==> config.mk <==
export PLATFORM = sky130hd
export DESIGN_NAME = cfg_readback_tx
export DESIGN_NICKNAME = d
export VERILOG_FILES = /design/src/rtl/cfg_pkg.sv /design/src/rtl/uart_tx_byte.sv /design/src/rtl/cfg_readback_tx.sv
export SDC_FILE = /design/constraint.sdc
export NUM_CORES = 1
export LEC_CHECK = 0
export CAP_MARGIN = 20
export CORE_UTILIZATION = 45
export DETAILED_ROUTE_END_ITERATION = 12
export GPL_ROUTABILITY_DRIVEN = 1
export PLACE_DENSITY = 0.66
export SETUP_SLACK_MARGIN = 0.3
export SLEW_MARGIN = 30
export SYNTH_ARGS = -nofsm -noshare
export SYNTH_HDL_FRONTEND = slang
export SYNTH_HIERARCHICAL = 1
export SYNTH_SLANG_ARGS = --single-unit
==> constraint.sdc <==
create_clock -name clk_TX -period 3 [get_ports clk_TX]
set_clock_uncertainty 0.15 [all_clocks]
set_input_delay 0.3 -clock clk_TX [delete_from_list [all_inputs] [get_ports clk_TX]]
set_output_delay 0.3 -clock clk_TX [all_outputs]
set_load 0.02 [all_outputs]
==> src/rtl/cfg_pkg.sv <==
// Shared constants, FSM encoding and checksum helper for the config readback path.
// The packet is header, data bytes in address order, then an XOR checksum.
package cfg_pkg;

   localparam int          CFG_N_BYTES = 113;
   localparam logic [7:0]  CFG_HDR     = 8'hA5;
   // 50 MHz / 115200 baud
   localparam int          CFG_CLK_DIV = 434;

   typedef enum logic [2:0] {
      ST_IDLE  = 3'd0,
      ST_HDR   = 3'd1,
      ST_FETCH = 3'd2,
      ST_WAIT  = 3'd3,
      ST_SEND  = 3'd4,
      ST_CSUM  = 3'd5,
      ST_FIN   = 3'd6
   } cfg_state_e;

   function automatic logic [7:0] cfg_csum_step(input logic [7:0] acc, input logic [7:0] data);
      return acc ^ data;
   endfunction

endpackage

==> src/rtl/uart_tx_byte.sv <==
// 8N1 byte serializer, LSB first, idle high. A launch while idle drives the start
// bit on the next edge; tx_busy drops on the cycle after the stop bit ends.
module uart_tx_byte
   import cfg_pkg::*;
#(
   parameter int CLK_DIV = CFG_CLK_DIV
) (
   input  logic       clk_TX,
   input  logic       rst,
   input  logic       tx_start,
   input  logic [7:0] tx_data,
   output logic       tx,
   output logic       tx_busy
);

   localparam int             BW        = (CLK_DIV > 1) ? $clog2(CLK_DIV) : 1;
   localparam logic [BW-1:0]  BAUD_LAST = BW'(CLK_DIV - 1);

   logic          tx_q, tx_d;
   logic          active_q, active_d;
   logic [BW-1:0] baud_q, baud_d;
   logic [3:0]    bit_q, bit_d;
   logic [7:0]    shift_q, shift_d;

   // Frame sequencing: bit index 0 is the start bit, 1..8 data, 9 the stop bit.
   always_comb begin
      tx_d     = tx_q;
      active_d = active_q;
      baud_d   = baud_q;
      bit_d    = bit_q;
      shift_d  = shift_q;
      if (!active_q) begin
         if (tx_start) begin
            active_d = 1'b1;
            tx_d     = 1'b0;
            baud_d   = {BW{1'b0}};
            bit_d    = 4'd0;
            shift_d  = tx_data;
         end else begin
            tx_d     = 1'b1;
         end
      end else if (baud_q == BAUD_LAST) begin
         baud_d = {BW{1'b0}};
         if (bit_q == 4'd9) begin
            active_d = 1'b0;
            tx_d     = 1'b1;
         end else if (bit_q == 4'd8) begin
            bit_d    = bit_q + 4'd1;
            tx_d     = 1'b1;
         end else begin
            bit_d    = bit_q + 4'd1;
            tx_d     = shift_q[0];
            shift_d  = {1'b0, shift_q[7:1]};
         end
      end else begin
         baud_d = baud_q + BW'(1);
      end
   end

   // State register; reset parks the line high.
   always_ff @(posedge clk_TX) begin
      if (rst) begin
         tx_q     <= 1'b1;
         active_q <= 1'b0;
         baud_q   <= {BW{1'b0}};
         bit_q    <= 4'd0;
         shift_q  <= 8'h00;
      end else begin
         tx_q     <= tx_d;
         active_q <= active_d;
         baud_q   <= baud_d;
         bit_q    <= bit_d;
         shift_q  <= shift_d;
      end
   end

   assign tx      = tx_q;
   assign tx_busy = active_q;

endmodule

==> src/rtl/cfg_readback_tx.sv <==
// Dumps the configuration store over UART as one packet: header, N_BYTES data
// bytes read through a 1-cycle synchronous RAM port, then their XOR checksum.
module cfg_readback_tx
   import cfg_pkg::*;
#(
   parameter int         N_BYTES  = CFG_N_BYTES,
   parameter int         CLK_DIV  = CFG_CLK_DIV,
   parameter logic [7:0] HDR_BYTE = CFG_HDR
) (
   input  logic       clk_TX,
   input  logic       rst,
   input  logic       start,
   output logic [7:0] r_addr,
   input  logic [7:0] r_data,
   output logic       tx,
   output logic       busy,
   output logic       done
);

   localparam logic [7:0] LAST_ADDR = 8'(N_BYTES - 1);

   cfg_state_e state_q, state_d;
   logic [7:0] r_addr_q, r_addr_d;
   logic [7:0] checksum_q, checksum_d;
   logic       busy_q, busy_d;
   logic       done_q, done_d;
   logic       launched_q, launched_d;

   logic       tx_start_s;
   logic [7:0] tx_data_s;
   logic       tx_busy_s;

   // WAIT hands r_data straight to the serializer (its shift register is the byte
   // register), which keeps the gap between data frames at three idle cycles.
   always_comb begin
      state_d    = state_q;
      r_addr_d   = r_addr_q;
      checksum_d = checksum_q;
      busy_d     = busy_q;
      done_d     = 1'b0;
      launched_d = launched_q;
      tx_start_s = 1'b0;
      tx_data_s  = 8'h00;
      case (state_q)
         ST_IDLE: begin
            if (start) begin
               state_d    = ST_HDR;
               busy_d     = 1'b1;
               r_addr_d   = 8'h00;
               checksum_d = 8'h00;
               launched_d = 1'b0;
            end else begin
               busy_d     = 1'b0;
            end
         end
         ST_HDR: begin
            tx_data_s = HDR_BYTE;
            if (!launched_q) begin
               tx_start_s = 1'b1;
               launched_d = 1'b1;
            end else if (!tx_busy_s) begin
               state_d    = ST_FETCH;
               launched_d = 1'b0;
            end else begin
               launched_d = 1'b1;
            end
         end
         ST_FETCH: begin
            state_d = ST_WAIT;
         end
         ST_WAIT: begin
            tx_start_s = 1'b1;
            tx_data_s  = r_data;
            checksum_d = cfg_csum_step(checksum_q, r_data);
            state_d    = ST_SEND;
         end
         ST_SEND: begin
            if (tx_busy_s) begin
               state_d = ST_SEND;
            end else if (r_addr_q == LAST_ADDR) begin
               state_d    = ST_CSUM;
               launched_d = 1'b0;
            end else begin
               r_addr_d = r_addr_q + 8'd1;
               state_d  = ST_FETCH;
            end
         end
         ST_CSUM: begin
            tx_data_s = checksum_q;
            if (!launched_q) begin
               tx_start_s = 1'b1;
               launched_d = 1'b1;
            end else if (!tx_busy_s) begin
               state_d    = ST_FIN;
               launched_d = 1'b0;
            end else begin
               launched_d = 1'b1;
            end
         end
         ST_FIN: begin
            done_d  = 1'b1;
            busy_d  = 1'b0;
            state_d = ST_IDLE;
         end
         default: begin
            state_d    = ST_IDLE;
            busy_d     = 1'b0;
            launched_d = 1'b0;
         end
      endcase
   end

   // Sequencer registers.
   always_ff @(posedge clk_TX) begin
      if (rst) begin
         state_q    <= ST_IDLE;
         r_addr_q   <= 8'h00;
         checksum_q <= 8'h00;
         busy_q     <= 1'b0;
         done_q     <= 1'b0;
         launched_q <= 1'b0;
      end else begin
         state_q    <= state_d;
         r_addr_q   <= r_addr_d;
         checksum_q <= checksum_d;
         busy_q     <= busy_d;
         done_q     <= done_d;
         launched_q <= launched_d;
      end
   end

   uart_tx_byte #(
      .CLK_DIV (CLK_DIV)
   ) u_ser (
      .clk_TX   (clk_TX),
      .rst      (rst),
      .tx_start (tx_start_s),
      .tx_data  (tx_data_s),
      .tx       (tx),
      .tx_busy  (tx_busy_s)
   );

   assign r_addr = r_addr_q;
   assign busy   = busy_q;
   assign done   = done_q;

endmodule

==> metrics.yaml <==
status: "complete, no violations"
grt_use_total_pct: 19.7
clock_sinks: 45
wl_per_cell_um: 13.9
std_cell_rows: 26
drive_gt1_share_pct: 10.2
synth_nets: 328
global_route.usage.met1_pct: 25.7
ant_nets: 0
dp_slack_ps: 540
synth-edff-count: 0
drt_iter0_drc: 156
max_stage_delay_ps: 600
hold_buffers: 0
ys_ff_latch: 45
final.min_clock_period_ps: 2230
stdcell_count: 395
yosysTopAreaCellShare_pct: 35.7
synth_compound_gate_area_share_pct: 22.1
grt.overflow.total: 0
crit_arrival_ps: 2310
async_flop_share_pct: 0
fin_util_pct: 55.1
die_w_um: 76.9
synth_ff_type: "dfxtp_1"
grt_max_degree: 25
finalSetupViolCount: 0
cts_tree: "built"
start_util_pct: 48.2
peakVddDrop_uv: 288
place.gp.congestion: 0.824
min_from: "checksum_q[3]"
maxCapViolCount: 0
coreArea_um2: 5240
synthXorXnorAreaFrac_pct: 1.74
cts_buffers: 5
leakage_nw: 0.945
port_buffers: 21
rr_startpoint: "state_q[2]"
relSlewSlack_pct: 47.0
finalSetupTns_ps: 0
placed_cells: 387
timing.fmax_mhz: 448
synthTopCellsByArea: "dfxtp_1 36%, a21oi_1 5.8%, mux2i_1 4.4%"
grt_pass1_wl_um: 9400
synth_top_family_by_area: "simple AND/OR/NAND/NOR gates"
fillers: 514
synth_area_um2: 2520
required_ps: 3070
power_density_nw_per_um2: 456
slew_viol_final: 0
cts_root_buf: "clkbuf_8"
hold_class: "flip-flop to flip-flop"
grt_busiest_layer: "met2"
drc: 0
yosys.area_share.adder_pct: 3.47
finalCritPeriodShare_pct: 74.4
hold_viol_final: 0
first_pass_iters: 4
grt_pass1_vias: 2060
die-area_um2: 5910
ys_warn_count: 6
cp-start-kind: "flip-flop"
via_per_inst: 5.78
hold_depth: 2
postCtsSetupRepairBufs: 0
yosys.area.top_type: "dfxtp_1"
fin_ws_ps: 767
antenna_cells: 0
synthCells: 310
path_class: "flip-flop to flip-flop"
slowest_stage: "dfxtp_1"
design_area_um2: 2880
h-tree-depth: 2
dpl_cell_area_um2: 2780
synthSimpleGateAreaFrac_pct: 27.3
cts_resized: 0
cp_max_fo: 17
pin_count: 22
wl_um: 5500
dpl.hpwl_um: 3730
vias: 2282
clock_latency_ps: 300
synthMuxAreaShare_pct: 4.37
ys_seq_area_share_pct: 35.7
end_kind: "flip-flop"
antenna_found_initial: 0
whs_ps: 325
rr_endpoint: "r_addr[5]"
ff2ff_setup_slack_ps: 770
rsz0062_at_grt: "false"
yosys-top-cells-count: "45 x dfxtp_1, 29 x a21oi_1, 26 x nand2_1"
power_mw: 1.32
rr_worst_depth: 4
clk_path_buf_depth: 2
syn2layout_area_growth_pct: 14.3
path_cells: "or4b_1 -> nand2_1 -> a2111o_1 -> o21ai_0"
yosysMostFrequentCell: "dfxtp_1"
layout.nets: 342
grt_util_met3_pct: 3.69
grt.met2_usage_pct: 32.1
synth_cell_type_count: 56
clkTransAtPathRegs_ps: 80
tightest_slew_ps: 793
die-height_um: 76.9
hold_end: "checksum_q[3]"
syn_avg_cell_area_um2: 8.14
==> metal layers <==
layer  wire, µm  share of wire, %
met5          0                 0
met4         65               1.2
met2       2470                45
met3        199               3.6
met1       2760                50
==> logic make-up after synthesis <==
group                    after synthesis
AND/OR/NAND/NOR                      125
flip-flops                            45
AO/OA/AOI/OAI                         83
multiplexers                          11
buffers and inverters                 34
adder cells (fa/ha/maj)                7
XOR/XNOR                               5
==> sequential cells by signal (all words and copies together), names as in the netlist, 3 cells and up <==
signal,flops
u_ser/baud_q,9
checksum_q,8
r_addr,8
u_ser/shift_q,8
u_ser/bit_q,4
state_q,3
==> cell type report <==
class / count / area, µm² / area share (%)
multi-input cells: 231 / 1490 / 51.5
flip-flops and latches: 45 / 901 / 31.2
repair buffers: 27 / 255 / 8.85
clock buffers: 7 / 96.3 / 3.34
well taps: 70 / 87.6 / 3.04
inverters: 14 / 52.6 / 1.82
clock inverters: 1 / 5.00 / 0.174
==> where the power goes <==
group,leakage [nW],switching [mW],internal (mW),total [mW]
clock network,0.0542,0.207,0.208,0.416
registers,0.364,0.0308,0.619,0.650
logic,0.527,0.149,0.101,0.250
total,0.945,0.387,0.929,1.32
==> how the worst max path moves through the flow <==
stage / slack, ps / cells past startpoint / start / endpoint
2_1_floorplan: 720 / 10 / state_q[1] / u_ser/shift_q[4]
3_3_place_gp: 560 / 5 / start / r_addr[6]
3_5_place_dp: 540 / 5 / start / r_addr[6]
4_1_cts: 790 / 4 / state_q[2] / r_addr[5]
5_1_grt: 630 / 7 / state_q[2] / u_ser/shift_q[1]
6_report: 770 / 4 / state_q[2] / r_addr[5]
==> worst max-delay path: cells and delay by family, from the launching register on <==
kind	cells	cell delay [ps]
AND/OR/NAND/NOR	2	930
flip-flops	1	600
AO/OA/AOI/OAI	2	480
==> cell usage in the layout (no fill, tap or decap), types with 2 or more instances in the layout <==
| cell type | netlist | final |
|---|---|---|
| a31oi_1 | 4 | 4 |
| nand2_1 | 26 | 26 |
| a21oi_1 | 29 | 29 |
| a22oi_1 | 4 | 4 |
| a2111o_1 | 2 | 2 |
| o31ai_1 | 2 | 2 |
| nand2b_1 | 3 | 3 |
| xnor2_1 | 4 | 4 |
| ha_1 | 7 | 7 |
| a311oi_1 | 3 | 3 |
| nand3_1 | 20 | 20 |
| or3_1 | 8 | 8 |
| mux2i_1 | 11 | 11 |
| a41oi_1 | 2 | 2 |
| and3_1 | 4 | 4 |
| o21ai_0 | 15 | 15 |
| o22ai_1 | 2 | 2 |
| nand4_1 | 7 | 7 |
| or3b_2 | 2 | 2 |
| a2111oi_0 | 2 | 2 |
| a211o_1 | 2 | 2 |
| nor2b_1 | 6 | 6 |
| nand3b_1 | 4 | 4 |
| a211oi_1 | 2 | 2 |
| nor3_1 | 4 | 4 |
| nor2_1 | 20 | 20 |
| clkbuf_8 | 0 | 7 |
| clkdlybuf4s50_1 | 0 | 21 |
| a21boi_0 | 4 | 4 |
| inv_1 | 14 | 14 |
| buf_4 | 0 | 6 |
| dfxtp_1 | 45 | 45 |
| or2_2 | 9 | 9 |
Note: power is estimated with default switching activity, not from simulation.
